<file path="config.mk">
export PLATFORM = sky130hd
export DESIGN_NAME = mem_wb_skid_reg
export DESIGN_NICKNAME = d
export VERILOG_FILES = /design/src/rtl/mem_wb_skid_reg.sv
export SDC_FILE = /design/constraint.sdc
export NUM_CORES = 1
export LEC_CHECK = 0
export BUFFER_PORTS_ARGS = -buffer_cell sky130_fd_sc_hd__buf_4
export CORE_MARGIN = 2
export CORE_UTILIZATION = 30
export DETAILED_ROUTE_END_ITERATION = 10
export PLACE_DENSITY = 0.49
export REMOVE_ABC_BUFFERS = 1
export SETUP_SLACK_MARGIN = 0.4
export SLEW_MARGIN = 0
export SYNTH_ARGS = -nofsm -noshare
export SYNTH_HDL_FRONTEND = slang
export SYNTH_SLANG_ARGS = --single-unit
</file>
<file path="constraint.sdc">
create_clock -name clk -period 1.9 [get_ports clk]
set_clock_uncertainty 0.2 [all_clocks]
set_input_delay 0.475 -clock clk [delete_from_list [all_inputs] [get_ports clk]]
set_output_delay 0.475 -clock clk [all_outputs]
set_load 0.05 [all_outputs]
</file>
<file path="src/rtl/mem_wb_skid_reg.sv">
// mem_wb_skid_reg
// MEM->WB pipeline register with a valid/ready handshake and a two-entry
// skid buffer (main + skid). The upstream ready comes straight from the skid
// valid flop, so out_ready has no combinational path to in_ready.
//
// Optional feature macro: MEM_WB_WBMUX_EN
//   When defined, adds output WB_value = MEM_R_en ? Mem_read_value : ALU_result.
//   The select happens at capture time and is stored with the entry.
//
// Ports:
//   clk, rst            clock, synchronous active-high reset
//   flush               drop every held entry at the next edge
//   in_valid/in_ready   upstream handshake (in_ready registered)
//   *_in                incoming entry fields
//   out_valid/out_ready downstream handshake
//   WB_en               stored write-back enable gated by out_valid
//   MEM_R_en, ALU_result, Mem_read_value, Dest   stored output entry
//   WB_value            (MEM_WB_WBMUX_EN only) pre-selected write-back data
module mem_wb_skid_reg #(
  parameter int DATA_W = 32,
  parameter int DEST_W = 4
) (
  input  logic              clk,
  input  logic              rst,
  input  logic              flush,
  input  logic              in_valid,
  output logic              in_ready,
  input  logic              WB_en_in,
  input  logic              MEM_R_en_in,
  input  logic [DATA_W-1:0] ALU_result_in,
  input  logic [DATA_W-1:0] Mem_read_value_in,
  input  logic [DEST_W-1:0] Dest_in,
  output logic              out_valid,
  input  logic              out_ready,
  output logic              WB_en,
  output logic              MEM_R_en,
  output logic [DATA_W-1:0] ALU_result,
  output logic [DATA_W-1:0] Mem_read_value,
  output logic [DEST_W-1:0] Dest
`ifdef MEM_WB_WBMUX_EN
  ,
  output logic [DATA_W-1:0] WB_value
`endif
);

  // Entry payload: {WB_en, MEM_R_en, ALU_result, Mem_read_value, Dest[, WB_value]}
`ifdef MEM_WB_WBMUX_EN
  localparam int PW = 2 + 3 * DATA_W + DEST_W;
`else
  localparam int PW = 2 + 2 * DATA_W + DEST_W;
`endif

  logic [PW-1:0] in_pl;
  logic [PW-1:0] main_reg, main_next;
  logic [PW-1:0] skid_reg, skid_next;
  logic          main_valid_reg, main_valid_next;
  logic          skid_valid_reg, skid_valid_next;
  logic          accept;
  logic          drain;
  logic          wb_en_st;

`ifdef MEM_WB_WBMUX_EN
  assign in_pl = {WB_en_in, MEM_R_en_in, ALU_result_in, Mem_read_value_in, Dest_in,
                  (MEM_R_en_in ? Mem_read_value_in : ALU_result_in)};
  assign {wb_en_st, MEM_R_en, ALU_result, Mem_read_value, Dest, WB_value} = main_reg;
`else
  assign in_pl = {WB_en_in, MEM_R_en_in, ALU_result_in, Mem_read_value_in, Dest_in};
  assign {wb_en_st, MEM_R_en, ALU_result, Mem_read_value, Dest} = main_reg;
`endif

  assign in_ready  = ~skid_valid_reg;
  assign out_valid = main_valid_reg;
  // A bubble must never write the register file.
  assign WB_en     = wb_en_st & main_valid_reg;

  assign accept = in_valid & ~skid_valid_reg;
  assign drain  = main_valid_reg & out_ready;

  always_comb begin
    main_valid_next = main_valid_reg;
    skid_valid_next = skid_valid_reg;
    main_next       = main_reg;
    skid_next       = skid_reg;
    if (flush) begin
      // Data fields are left as-is; only the valid bits matter.
      main_valid_next = 1'b0;
      skid_valid_next = 1'b0;
    end else begin
      case ({main_valid_reg, skid_valid_reg})
        2'b00: begin
          if (accept) begin
            main_next       = in_pl;
            main_valid_next = 1'b1;
          end
        end
        2'b10: begin
          if (accept && drain) begin
            main_next = in_pl;
          end else if (accept) begin
            // Downstream stalled: park the new entry in the skid slot.
            skid_next       = in_pl;
            skid_valid_next = 1'b1;
          end else if (drain) begin
            main_valid_next = 1'b0;
          end
        end
        2'b11: begin
          // in_ready is low here, so no accept can coincide with the drain.
          if (drain) begin
            main_next       = skid_reg;
            skid_valid_next = 1'b0;
          end
        end
        default: begin
          // Skid-only is unreachable; recover to EMPTY.
          main_valid_next = 1'b0;
          skid_valid_next = 1'b0;
        end
      endcase
    end
  end

  always_ff @(posedge clk) begin
    if (rst) begin
      main_valid_reg <= 1'b0;
      skid_valid_reg <= 1'b0;
      main_reg       <= '0;
      skid_reg       <= '0;
    end else begin
      main_valid_reg <= main_valid_next;
      skid_valid_reg <= skid_valid_next;
      main_reg       <= main_next;
      skid_reg       <= skid_next;
    end
  end

endmodule

</file>
Word-level counts from Yosys, hierarchy flattened
Index checks and enable logic that the tools add are counted.
{"block": "word_totals", "regBits": 142, "input_bits": 75, "output_inout_bits": 72, "elab_cells": 40}
{"block": "op_classes", "n_eq_ne": 9, "muxes": 11, "n_bitwise": 8, "n_reduce_logical": 8}
{"operator": "70-bit 2-to-1 mux", "count": 3}
{"operator": "70-bit one-hot mux with 3 select lines", "count": 1}
{"operator": "2-bit inequality test, second input constant", "count": 7}
{"operator": "5-bit AND reduction", "count": 2}
{"operator": "4-bit AND reduction", "count": 2}
{"operator": "1-bit one-hot mux with 3 select lines", "count": 2}
{"operator": "1-bit 2-to-1 mux", "count": 5}
{"operator": "1-bit NOT", "count": 5}
{"operator": "2-bit equality test, second input constant", "count": 2}
{"operator": "1-bit bitwise AND", "count": 3}
{"operator": "3-bit nonzero test", "count": 1}
{"operator": "2-bit logical NOT", "count": 1}
{"operator": "2-bit OR reduction", "count": 1}
{"operator": "1-bit logical AND", "count": 1}

Longest topological paths before layout
{"block": "depth", "word_depth": 5, "ltp_mapped": 6, "depth_no_buf": 3}

Worst setup path before layout
No wires, ideal clock.
{"block": "synth_path", "kind": "reg2out", "start": "reg main_valid_reg, in the netlist out_valid", "end": "out WB_en", "arrival_time_ns": 1.683, "required_time_ns": 1.225, "setup_slack_ns": -0.458, "path_stages_with_launch": 4, "n_path_buf": 2, "cell_sequence": "dfxtp_1 > buf_2 > clkbuf_1 > and2_1"}
{"block": "synth_via", "elab_chain_len": 1}
{"item": "start: declaration", "line": "56", "text": "logic main_valid_reg, main_valid_next;"}
{"item": "start signal: assignment", "line": "130", "text": "main_valid_reg <= main_valid_next;"}
{"item": "1-bit bitwise AND", "line": "74", "text": "assign WB_en = wb_en_st & main_valid_reg;"}
{"item": "end: declaration", "line": "35", "text": "output logic WB_en,"}
No other way between the ends.

Final worst setup path
Same ends and word-level chain as after synthesis.

==> impl_results.md <==
* DIE AREA at about 25000 um2
* CP cell instances: and2_4 > buf_8
* Yosys cell types at 23
* Via count of the first global-routing pass at ~6400
* Synth top area cells: dfxtp_1, a311oi_2, nand3_1, buf_4, a31oi_1
* # nets final at roughly 970
* Sequential area share after synthesis at 0.402
* Worst setup SP type: flop
* Fin crit share at 0.951
* PortBufs at between 100 and 150
* Filler Cell Count at roughly 2300
* Endpoints failing setup at 0
* Fmax at between 500 and 600 MHz
* PwrDens at just over 800 nW/um2
* Final slew viol count at 0
* Crit path max fanout at 6
* Pre-CTS WS at around 0.040 ns
* Final worst slack at around 0.09 ns
* Final hold violation count at 0
* Min Tclk post-route at ~1.8 ns
* VDD IR-drop max at 0.000450 V
* Final WL at 25100 um
* Mapped Avg Cell Area at around 8.7 um2
* Detail-routed via count per cell at about 5.4
* DIE WIDTH at 157 um
* Post-route antenna net violation count at 0
* Leak Pwr at 0.00369 uW
* Worst slew pin tran at around 0.39 ns
* GP Congestion at 0.705
* Post-synthesis cell count at just over 800
* Htree depth at 4
* Global-route congestion overflow total at 0
* Yosys warning count at 0
* Worst min path class: in2reg
* Hold depth at 3
* Post-DP Area at 8180 um2
* Unrepaired setup endpoints after global routing: yes
* Crit-path leading delay family: flip-flops
* Leading cell type in the layout, fill and taps excluded: nand3_1
* Max-Cap Viols at 0
* Layout cell share with drive strength beyond 1 at 0.456
* CTS tree: built
* Arr. time, crit path at ~1.1 ns
* Buffers and inverters on the worst path at 1
* Starting Density at 0.304
* Hpwl dp at between 10000 and 15000 um
* CP Depth at 2
* Status: finished clean
* Die height at ~160 um
* I/O pin count at 147
* 1st-pass router iterations at 5
* R2r worst-path depth at 5
* Drt wl/cell at just over 20 um
* Power Total at 8400 uW
* Initial antenna violation count at 0
* CTS clk-pin slew, worst paths at 0.06 ns
* Clock Tree Buf Depth at 2
* Worst setup EP type: output port
* Layout area overhead at 43.1%
* Max stage delay on crit path at roughly 0.4 ns
* Compound-Gate Fraction of Synth Area at 0.312
* Vias at between 6000 and 7000
* Crit Path Category: reg2out
* Synth top area share at 0.402
* Core Rows at between 50 and 60
* CTS Sinks at approximately 140
* Synth area leader: dfxtp_1
* N_diodes at 0
* Pin count of the biggest net entering global routing at 47
* Post-Synth Adder-Cell Area at 0
* Largest family of logic cells by synthesized area: compound AO/OA/AOI/OAI gates
* Worst-Skew Late Latency at around 0.42 ns
* # hold bufs at CTS at 0
* CTS buffer count at 17
* 1st-iter DRT viols at 411
* Simple-gate share of the synthesized area at 0.147
* Clock root buffer master: clkbuf_16
* Setup TNS at 0 ns
* Design area at approximately 10000 um2
* Rel. slew slack at 0.742
* Post-synthesis mux area share at 0
* Most frequent cells in the layout: nand3_1, buf_4, dfxtp_1
* Core footprint at 23300 um2
* Slowest-stage cell, CP: dfxtp_4
* Xor-xnor portion of the synthesized cell area at 0
* Flops & latches, synth at 142
* DRC at 0
* Critical Path RT at roughly 1.2 ns
* Total GRT Usage at 0.190
* First-pass GRT wire length at 36400 um
* Post-Syn Area at ~7100 um2
==> report_power, final <==
group | switching, uW | total, uW | internal, uW
registers | 109 | 3220 | 3110
logic | 897 | 1610 | 715
clock network | 1320 | 3570 | 2240
total | 2330 | 8400 | 6070
==> kinds of logic after synthesis <==
group / after synthesis
simple gates: 221
buf+inv: 171
compound gates: 282
flops: 142
==> worst paths after layout <==
path | from | endpoint | slack, ns
setup / recovery | out_valid | WB_en | 0.09
hold / removal | Mem_read_value_in[7] | skid_reg[11] | 0.12
setup reg to reg | out_valid | main_reg[23] | 0.15
hold reg to reg | skid_reg[54] | skid_reg[54] | 0.27
==> metal layers <==
metal  global-route usage  part of all wire  vias up
met5                    0                 0        -
met4               0.0528             0.013        0
li1                     -                 -     3130
met2                0.309              0.48      209
met1                0.254              0.45     3247
met3               0.0394             0.055       19
==> final cells by class <==
type	count	area, um2	area share
multi-input combinational	503	3310	0.328
sequential	142	2950	0.292
timing repair buffer	233	2810	0.278
clock buffer	22	495	0.0490
tap	319	399	0.0395
clock inverter	10	131	0.0130
inverter	2	10.0	0.000990
==> timing repair <==
action,in CTS,in global routing
endpoints found under the setup margin,212,213
gates cloned,3,9
buffers inserted,15,23
pin swaps,0,2
gates resized for setup,155,80
==> worst reg2reg max path, cell delays in order, from the launching register on <==
cell and delay, ns:
dfxtp_4 0.40, buf_6 0.16, nand2b_4 0.17, and3_4 0.30, bufbuf_16 0.31, a311oi_2 0.08
==> synth_stat cells <==
library cell	instances
a311oi_2	70
nor4_1	1
o21ba_1	1
a22oi_1	1
inv_2	1
inv_1	1
and2_1	1
o21ai_0	70
and4bb_1	1
nand3_1	140
a31oi_1	70
nor3_1	1
dfxtp_1	142
buf_2	12
nand2_1	71
and3_1	1
buf_4	69
buf_6	8
nor2_1	1
nand4bb_1	1
nand2b_1	3
a21oi_1	70
clkbuf_1	80
==> per-stage QoR <==
step | std cells | util | hold WS, ns
2_1_floorplan | 647 | - | 0.248
3_3_place_gp | 1149 | 0.352 | 0.261
5_1_grt | 1231 | 0.435 | 0.104
3_5_place_dp | 1149 | 0.352 | 0.267
4_1_cts | 1199 | 0.407 | 0.102
6_report | 1231 | 0.435 | 0.120
No activity file was read; power rests on OpenSTA's default activity.
